## src/rtl/race_game_if.sv

```systemverilog
// Signal bundle between the racer game sequencer and its surroundings:
// button/collision inputs in, datapath controls and game status out.
interface race_game_if;
  logic        frame_tick;
  logic        start_btn;
  logic        collision;
  logic        rival_passed;
  logic [2:0]  state;
  logic        run_en;
  logic        restart;
  logic        car_visible;
  logic [1:0]  countdown;
  logic [13:0] score;
  logic [1:0]  lives;
  logic [2:0]  level;
  logic [5:0]  rival_period;
  logic [2:0]  scroll_step;

  modport master (
    output frame_tick, start_btn, collision, rival_passed,
    input  state, run_en, restart, car_visible, countdown,
           score, lives, level, rival_period, scroll_step
  );

  modport slave (
    input  frame_tick, start_btn, collision, rival_passed,
    output state, run_en, restart, car_visible, countdown,
           score, lives, level, rival_period, scroll_step
  );
endinterface

```

## src/rtl/race_game_sequencer.sv

```systemverilog
// Racer game controller: sequences idle/countdown/run/crash/game-over and
// drives the registered datapath controls, score, lives and difficulty level.
module race_game_sequencer #(
  parameter int DIGIT_FRAMES   = 60,
  parameter int CRASH_FRAMES   = 120,
  parameter int BLINK_FRAMES   = 8,
  parameter int LIVES          = 3,
  parameter int LEVEL_UP_SCORE = 10,
  parameter int MAX_LEVEL      = 7,
  parameter int BASE_PERIOD    = 15,
  parameter int SCORE_MAX      = 9999
) (
  input logic        clk,
  input logic        rst_n,
  race_game_if.slave bus
);

  localparam int CNT_LIMIT = (DIGIT_FRAMES > CRASH_FRAMES) ? DIGIT_FRAMES : CRASH_FRAMES;
  localparam int CNT_W     = $clog2(CNT_LIMIT + 1);
  localparam int BLINK_W   = $clog2(BLINK_FRAMES + 1);
  localparam int STEP_W    = $clog2(LEVEL_UP_SCORE + 1);

  typedef enum logic [2:0] {
    IDLE      = 3'd0,
    COUNTDOWN = 3'd1,
    RUN       = 3'd2,
    CRASH     = 3'd3,
    GAME_OVER = 3'd4
  } state_t;

  state_t             state_q;
  logic               runEn_q;
  logic               restart_q;
  logic               carVisible_q;
  logic [1:0]         countdown_q;
  logic [13:0]        score_q;
  logic [1:0]         lives_q;
  logic [2:0]         level_q;
  logic [5:0]         rivalPeriod_q;
  logic [2:0]         scrollStep_q;
  logic [CNT_W-1:0]   frameCount_q;
  logic [BLINK_W-1:0] blinkCount_q;
  logic [STEP_W-1:0]  levelStep_q;
  logic               startPrev_q;

  logic               startEdge;
  logic [13:0]        score_d;
  logic [2:0]         level_d;
  logic [STEP_W-1:0]  levelStep_d;

  function automatic logic [5:0] rivalPeriodFor(input logic [2:0] lvl);
    return 6'(BASE_PERIOD) - {2'b00, lvl, 1'b0};
  endfunction

  function automatic logic [2:0] scrollStepFor(input logic [2:0] lvl);
    return 3'd2 + {1'b0, lvl[2:1]};
  endfunction

  assign startEdge = bus.start_btn & ~startPrev_q;

  // levelStep_q tracks score modulo LEVEL_UP_SCORE, so no divider is needed
  always_comb begin
    score_d     = score_q;
    level_d     = level_q;
    levelStep_d = levelStep_q;
    if (score_q < 14'(SCORE_MAX)) begin
      score_d = score_q + 14'd1;
      if (levelStep_q == STEP_W'(LEVEL_UP_SCORE - 1)) begin
        levelStep_d = '0;
        if (level_q < 3'(MAX_LEVEL)) begin
          level_d = level_q + 3'd1;
        end
      end else begin
        levelStep_d = levelStep_q + STEP_W'(1);
      end
    end
  end

  always_ff @(posedge clk or negedge rst_n) begin
    if (!rst_n) begin
      state_q       <= IDLE;
      runEn_q       <= 1'b0;
      restart_q     <= 1'b0;
      carVisible_q  <= 1'b1;
      countdown_q   <= 2'd0;
      score_q       <= 14'd0;
      lives_q       <= 2'(LIVES);
      level_q       <= 3'd0;
      rivalPeriod_q <= 6'(BASE_PERIOD);
      scrollStep_q  <= 3'd2;
      frameCount_q  <= '0;
      blinkCount_q  <= '0;
      levelStep_q   <= '0;
      startPrev_q   <= 1'b1;
    end else begin
      startPrev_q <= bus.start_btn;
      restart_q   <= 1'b0;
      case (state_q)
        IDLE, GAME_OVER: begin
          runEn_q <= 1'b0;
          if (startEdge) begin
            score_q       <= 14'd0;
            levelStep_q   <= '0;
            lives_q       <= 2'(LIVES);
            level_q       <= 3'd0;
            rivalPeriod_q <= 6'(BASE_PERIOD);
            scrollStep_q  <= 3'd2;
            restart_q     <= 1'b1;
            countdown_q   <= 2'd3;
            frameCount_q  <= '0;
            state_q       <= COUNTDOWN;
          end
        end

        COUNTDOWN: begin
          if (bus.frame_tick) begin
            if (frameCount_q == CNT_W'(DIGIT_FRAMES - 1)) begin
              frameCount_q <= '0;
              if (countdown_q == 2'd1) begin
                countdown_q <= 2'd0;
                runEn_q     <= 1'b1;
                state_q     <= RUN;
              end else begin
                countdown_q <= countdown_q - 2'd1;
              end
            end else begin
              frameCount_q <= frameCount_q + CNT_W'(1);
            end
          end
        end

        RUN: begin
          if (bus.collision) begin
            lives_q      <= lives_q - 2'd1;
            frameCount_q <= '0;
            blinkCount_q <= '0;
            carVisible_q <= 1'b0;
            runEn_q      <= 1'b0;
            state_q      <= CRASH;
          end else if (bus.rival_passed) begin
            score_q       <= score_d;
            levelStep_q   <= levelStep_d;
            level_q       <= level_d;
            rivalPeriod_q <= rivalPeriodFor(level_d);
            scrollStep_q  <= scrollStepFor(level_d);
          end
        end

        CRASH: begin
          if (bus.frame_tick) begin
            if (frameCount_q == CNT_W'(CRASH_FRAMES - 1)) begin
              frameCount_q <= '0;
              carVisible_q <= 1'b1;
              if (lives_q == 2'd0) begin
                state_q <= GAME_OVER;
              end else begin
                restart_q   <= 1'b1;
                countdown_q <= 2'd3;
                state_q     <= COUNTDOWN;
              end
            end else begin
              frameCount_q <= frameCount_q + CNT_W'(1);
              if (blinkCount_q == BLINK_W'(BLINK_FRAMES - 1)) begin
                blinkCount_q <= '0;
                carVisible_q <= ~carVisible_q;
              end else begin
                blinkCount_q <= blinkCount_q + BLINK_W'(1);
              end
            end
          end
        end

        default: begin
          state_q     <= IDLE;
          runEn_q     <= 1'b0;
          countdown_q <= 2'd0;
        end
      endcase
    end
  end

  assign bus.state        = state_q;
  assign bus.run_en       = runEn_q;
  assign bus.restart      = restart_q;
  assign bus.car_visible  = carVisible_q;
  assign bus.countdown    = countdown_q;
  assign bus.score        = score_q;
  assign bus.lives        = lives_q;
  assign bus.level        = level_q;
  assign bus.rival_period = rivalPeriod_q;
  assign bus.scroll_step  = scrollStep_q;

endmodule

```

## src/flat_wrapper.sv

```systemverilog
// flat-port wrapper written by rule: the top's interface ports become plain ports
module race_game_sequencer_flat 
#(
  parameter int DIGIT_FRAMES   = 60,
  parameter int CRASH_FRAMES   = 120,
  parameter int BLINK_FRAMES   = 8,
  parameter int LIVES          = 3,
  parameter int LEVEL_UP_SCORE = 10,
  parameter int MAX_LEVEL      = 7,
  parameter int BASE_PERIOD    = 15,
  parameter int SCORE_MAX      = 9999
)
  (clk, rst_n, bus_frame_tick, bus_start_btn, bus_collision, bus_rival_passed, bus_state, bus_run_en, bus_restart, bus_car_visible, bus_countdown, bus_score, bus_lives, bus_level, bus_rival_period, bus_scroll_step);
  race_game_if bus_i ();
  input logic clk;
  input logic rst_n;
  input wire logic [$bits(bus_i.frame_tick)-1:0] bus_frame_tick;
  input wire logic [$bits(bus_i.start_btn)-1:0] bus_start_btn;
  input wire logic [$bits(bus_i.collision)-1:0] bus_collision;
  input wire logic [$bits(bus_i.rival_passed)-1:0] bus_rival_passed;
  output wire logic [$bits(bus_i.state)-1:0] bus_state;
  output wire logic [$bits(bus_i.run_en)-1:0] bus_run_en;
  output wire logic [$bits(bus_i.restart)-1:0] bus_restart;
  output wire logic [$bits(bus_i.car_visible)-1:0] bus_car_visible;
  output wire logic [$bits(bus_i.countdown)-1:0] bus_countdown;
  output wire logic [$bits(bus_i.score)-1:0] bus_score;
  output wire logic [$bits(bus_i.lives)-1:0] bus_lives;
  output wire logic [$bits(bus_i.level)-1:0] bus_level;
  output wire logic [$bits(bus_i.rival_period)-1:0] bus_rival_period;
  output wire logic [$bits(bus_i.scroll_step)-1:0] bus_scroll_step;
  assign bus_i.frame_tick = bus_frame_tick;
  assign bus_i.start_btn = bus_start_btn;
  assign bus_i.collision = bus_collision;
  assign bus_i.rival_passed = bus_rival_passed;
  assign bus_state = bus_i.state;
  assign bus_run_en = bus_i.run_en;
  assign bus_restart = bus_i.restart;
  assign bus_car_visible = bus_i.car_visible;
  assign bus_countdown = bus_i.countdown;
  assign bus_score = bus_i.score;
  assign bus_lives = bus_i.lives;
  assign bus_level = bus_i.level;
  assign bus_rival_period = bus_i.rival_period;
  assign bus_scroll_step = bus_i.scroll_step;
  race_game_sequencer #(.DIGIT_FRAMES(DIGIT_FRAMES), .CRASH_FRAMES(CRASH_FRAMES), .BLINK_FRAMES(BLINK_FRAMES), .LIVES(LIVES), .LEVEL_UP_SCORE(LEVEL_UP_SCORE), .MAX_LEVEL(MAX_LEVEL), .BASE_PERIOD(BASE_PERIOD), .SCORE_MAX(SCORE_MAX)) u_core (.clk(clk), .rst_n(rst_n), .bus(bus_i));
endmodule
```

## config.mk

```make
export PLATFORM = sky130hd
export DESIGN_NAME = race_game_sequencer_flat
export DESIGN_NICKNAME = d
export VERILOG_FILES = /design/src/rtl/race_game_if.sv /design/src/rtl/race_game_sequencer.sv /design/src/flat_wrapper.sv
export SDC_FILE = /design/constraint.sdc
export NUM_CORES = 1
export LEC_CHECK = 0
export BUFFER_PORTS_ARGS = -buffer_cell sky130_fd_sc_hd__buf_4
export CAP_MARGIN = 20
export CORE_ASPECT_RATIO = 1.5
export CORE_MARGIN = 1.5
export CORE_UTILIZATION = 35
export CTS_BUF_LIST = sky130_fd_sc_hd__clkbuf_4 sky130_fd_sc_hd__clkbuf_8
export CTS_CLUSTER_SIZE = 8
export DETAILED_ROUTE_END_ITERATION = 7
export PLACE_DENSITY_LB_ADDON = 0.15
export SETUP_SLACK_MARGIN = 0.2
export SLEW_MARGIN = 20
export SYNTH_ARGS = -nofsm -noshare
export SYNTH_HDL_FRONTEND = slang
export SYNTH_SLANG_ARGS = --single-unit
```

## constraint.sdc

```tcl
create_clock -name clk -period 2.9 [get_ports clk]
set_clock_uncertainty 0.2 [all_clocks]
set_input_delay 0.145 -clock clk [delete_from_list [all_inputs] [get_ports clk]]
set_output_delay 0.145 -clock clk [all_outputs]
set_load 0.05 [all_outputs]
```

==> metrics.md <==
| Metric | Value |
|---|---|
| Met3 WL | 168 µm |
| Net switching power | 893 µW |
| Core Rows | 38 |
| Largest family of logic cells by synthesized area | compound AO/OA/AOI/OAI gates |
| Worst Path Arrival | 2.48 ns |
| DRT Wirelength | 6540 µm |
| Detailed Place HPWL | approximately 4800 µm |
| Initial Util | 36.5% |
| Worst slew margin | 60.4% |
| Final Max Slew Viols | 0 |
| Post-synth top area share | 36.5% |
| Primary FF master, synth | dfrtp_1 |
| Async set-or-reset flop fraction in the synthesized netlist | between 90% and 100% |
| DR pass1 iterations | 4 |
| Post-synthesis compound-gate area fraction | around a quarter |
| Hold WC Path Type | input pin to flop |
| Root Driver | clkbuf_8 |
| Final #Nets | between 300 and 400 |
| Least-Margin Pin Slew | approximately 0.59 ns |
| Global-route wire length before repair | 10900 µm |
| Mux cell area share after synthesis | around 1.5% |
| Met2 wire len | 3570 µm |
| TNS Setup | 0 ns |
| Setup crit end kind | flop |
| Adder-cell area share of the yosys netlist | 3.74% |
| Most common library cells after synthesis | 39 x dfrtp_1, 33 x nand2_1, 31 x o21ai_0 |
| Startpoint types | flop |
| Ranking of synthesized cells by area | dfrtp_1 36%, dfstp_2 6.9%, o21ai_0 5.8% |
| CTS sink cnt | between 40 and 50 |
| RSZ-0062 raised after global routing | false |
| CP Data Required Time | around 2.9 ns |
| Status | completed |
| Antenna diode count | 0 |
| Iteration-0 DRC Markers | 95 |
| Sw Share | 40.1% |
| Port bufs | 38 |
| Register area share after synthesis | a little over two fifths |
| CTS H-Tree Depth | 2 |
| Crit-path max FO | 10 |
| Drt drc | 0 |
| Worst VDD drop | 0.366 mV |
| Final number of hold-violating endpoints | 0 |
| Core area | roughly 7300 µm² |
| Top Metal Used | met4 |
| R2r startpoint | u_core.bus.state[1] |
| Worst Hold End | u_core.bus.scroll_step[2] |
| Internal | 1.33 mW |
| Post-Synth Simple-Gate Area | between 20 and 25% |
| Hold Path Stages | 3 |
| Die H | between 100 and 150 µm |
| Initial antenna violation count | 0 |
| Yosys warns | 0 |
| Vias post-DR | 2355 |
| Number of synthesized flops with an enable pin | 0 |
| Final worst path period share | 86.0% |
| Yosys reg bits | 46 |
| Netlist Area Pre-Place | 2670 µm² |
| GP Congestion | about 0.83 |
| Avg WL per Cell | 15.0 µm |
| Fin util | 43.6% |
| Mapped Cells | 294 |
| MaxCap Viol Count | 0 |
| Total gr overflow | 0 |
| Crit Reg-Reg Endpoint | u_core.bus.countdown[0] |
| Largest net degree at the start of global routing | 47 |
| CTS tree | built |
| Mean Syn Cell Area | 9.09 µm² |
| Syn-to-layout area delta | 19.5% |
| Synth area leader | dfrtp_1 |
| Max Root-Sink Buffers | 2 |
| Die Wd | 74.4 µm |
| Post-DRT Antenna Nets | 0 |
| Total global routing track utilization | between 10% and 20% |
| Most instantiated library cell after synthesis | dfrtp_1 |
| Flop2flop setup slack | 0.40 ns |
| FMAX | roughly 0.40 GHz |
| M1 WL | 2690 µm |
| TritonCTS buffer count | 5 |
| Fill count | 767 |
| Period minus WS final | 2.50 ns |
| Worst reg-to-reg path cell count | 5 |
| Min-delay src | bus_rival_passed |
| Share of cells above drive strength 1 | 22.3% |
| Seq pwr share | 42.1% |
| Final Setup Violations | 0 |
| Yosys cell types | between 60 and 70 |
| Io pins | 42 |
| Leak | 1.41 nW |
| XOR/XNOR share of the synthesized area | 0% |
| Vias per cell | 5.39 |
| Number of global-route vias before repair | around 2300 |
| Die Area | 8180 µm² |
| Insertion delay to the later sink of the worst-skew pair | 0.29 ns |
| CTS clk-pin slew, worst paths | 0.09 ns |
| Kind of critical path | flop to flop |
| Power Dens Cells | 697 nW/µm² |
| Power share of the combinational group | 37.2% |
| Clock power share | slightly above 20% |
==> layer usage <==
layer,vias to the layer above,global-route usage [%]
li1,1178,-
met3,9,2.82
met2,33,33.0
met1,1135,18.8
met4,0,6.10
met5,-,0
==> placed cells by master (no fill, tap or decap), drive strengths merged, types with 8 or more instances in the layout <==
master	n
a21oi	15
buf	45
clkbuf	8
dfrtp	39
ha	8
inv	12
nand2	33
nand3	12
nor2	17
nor3	13
o21ai	39
==> metrics by stage <==
stage / instance area (µm²) / hold WS [ns] / cells / worst slack (ns) / total power, mW
2_1_floorplan: 2680 / -0.351 / 295 / 0.432 / 1.55
3_3_place_gp: 3040 / 0.00372 / 425 / 0.440 / 1.77
3_5_place_dp: 3040 / 0.00322 / 425 / 0.420 / 1.78
4_1_cts: 3190 / 0.0485 / 437 / 0.407 / 2.26
5_1_grt: 3190 / 0.0646 / 437 / 0.210 / 2.38
6_report: 3190 / 0.0549 / 437 / 0.405 / 2.22
==> critical path, cell delays in order, from the launching register on <==
cell	delay [ns]
dfrtp_1	0.47
or4b_1	0.58
o21ai_1	0.31
o21ai_1	0.22
nor2_1	0.24
mux2_2	0.36
==> kinds of logic after synthesis <==
| logic type | after synthesis |
|---|---|
| AOI/OAI and AO/OA | 95 |
| adders and majority gates | 8 |
| buffers and inverters | 27 |
| DFF | 46 |
| muxes | 4 |
| other | 2 |
| and+or+nand+nor | 112 |
==> how the worst max path moves through the flow <==
stage / from / to / slack, ns / depth (start not counted)
2_1_floorplan: u_core.bus.state[1] / u_core.bus.countdown[0] / 0.43 / 5
3_3_place_gp: u_core.bus.state[1] / u_core.bus.countdown[0] / 0.44 / 5
3_5_place_dp: u_core.bus.state[1] / u_core.bus.countdown[0] / 0.42 / 5
4_1_cts: u_core.bus.state[1] / u_core.bus.countdown[0] / 0.41 / 5
5_1_grt: u_core.frameCount_q[0] / u_core.bus.countdown[0] / 0.21 / 6
6_report: u_core.bus.state[1] / u_core.bus.countdown[0] / 0.40 / 5
==> power groups by stage <==
stage	combinational, mW	sequential (mW)	clock, mW
floorplan	0.478	1.07	0
global placement	0.826	0.945	0
detailed placement	0.834	0.946	0
CTS	0.840	0.934	0.481
global route	0.919	0.961	0.502
finish	0.828	0.936	0.460
==> flip-flops by register name, summed over array words and instances (netlist names) <==
signal / cells
u_core.blinkCount_q: 4
u_core.bus.car_visible: 1
u_core.bus.countdown: 2
u_core.bus.level: 2
u_core.bus.lives: 2
u_core.bus.restart: 1
u_core.bus.rival_period: 2
u_core.bus.run_en: 1
u_core.bus.score: 14
u_core.bus.scroll_step: 2
u_core.bus.state: 3
u_core.frameCount_q: 7
u_core.levelStep_q: 4
u_core.startPrev_q: 1
==> what timing repair did <==
| action | in CTS | in global routing |
|---|---|---|
| hold buffers | 4 | 0 |
| gates resized for setup | 0 | 0 |
| buffers inserted | 0 | 0 |
| endpoints found under the hold margin | 43 | 0 |
==> layout make-up <==
cell class,instances,area [µm²],area share [%]
Timing Repair Buffer,49,378,11.8
Clock buffer,8,110,3.45
Tap cell,100,125,3.92
Inverter,12,45.0,1.41
Sequential cell,46,1160,36.3
Multi-Input combinational cell,222,1380,43.1
No activity file was read; power rests on OpenSTA's default activity.
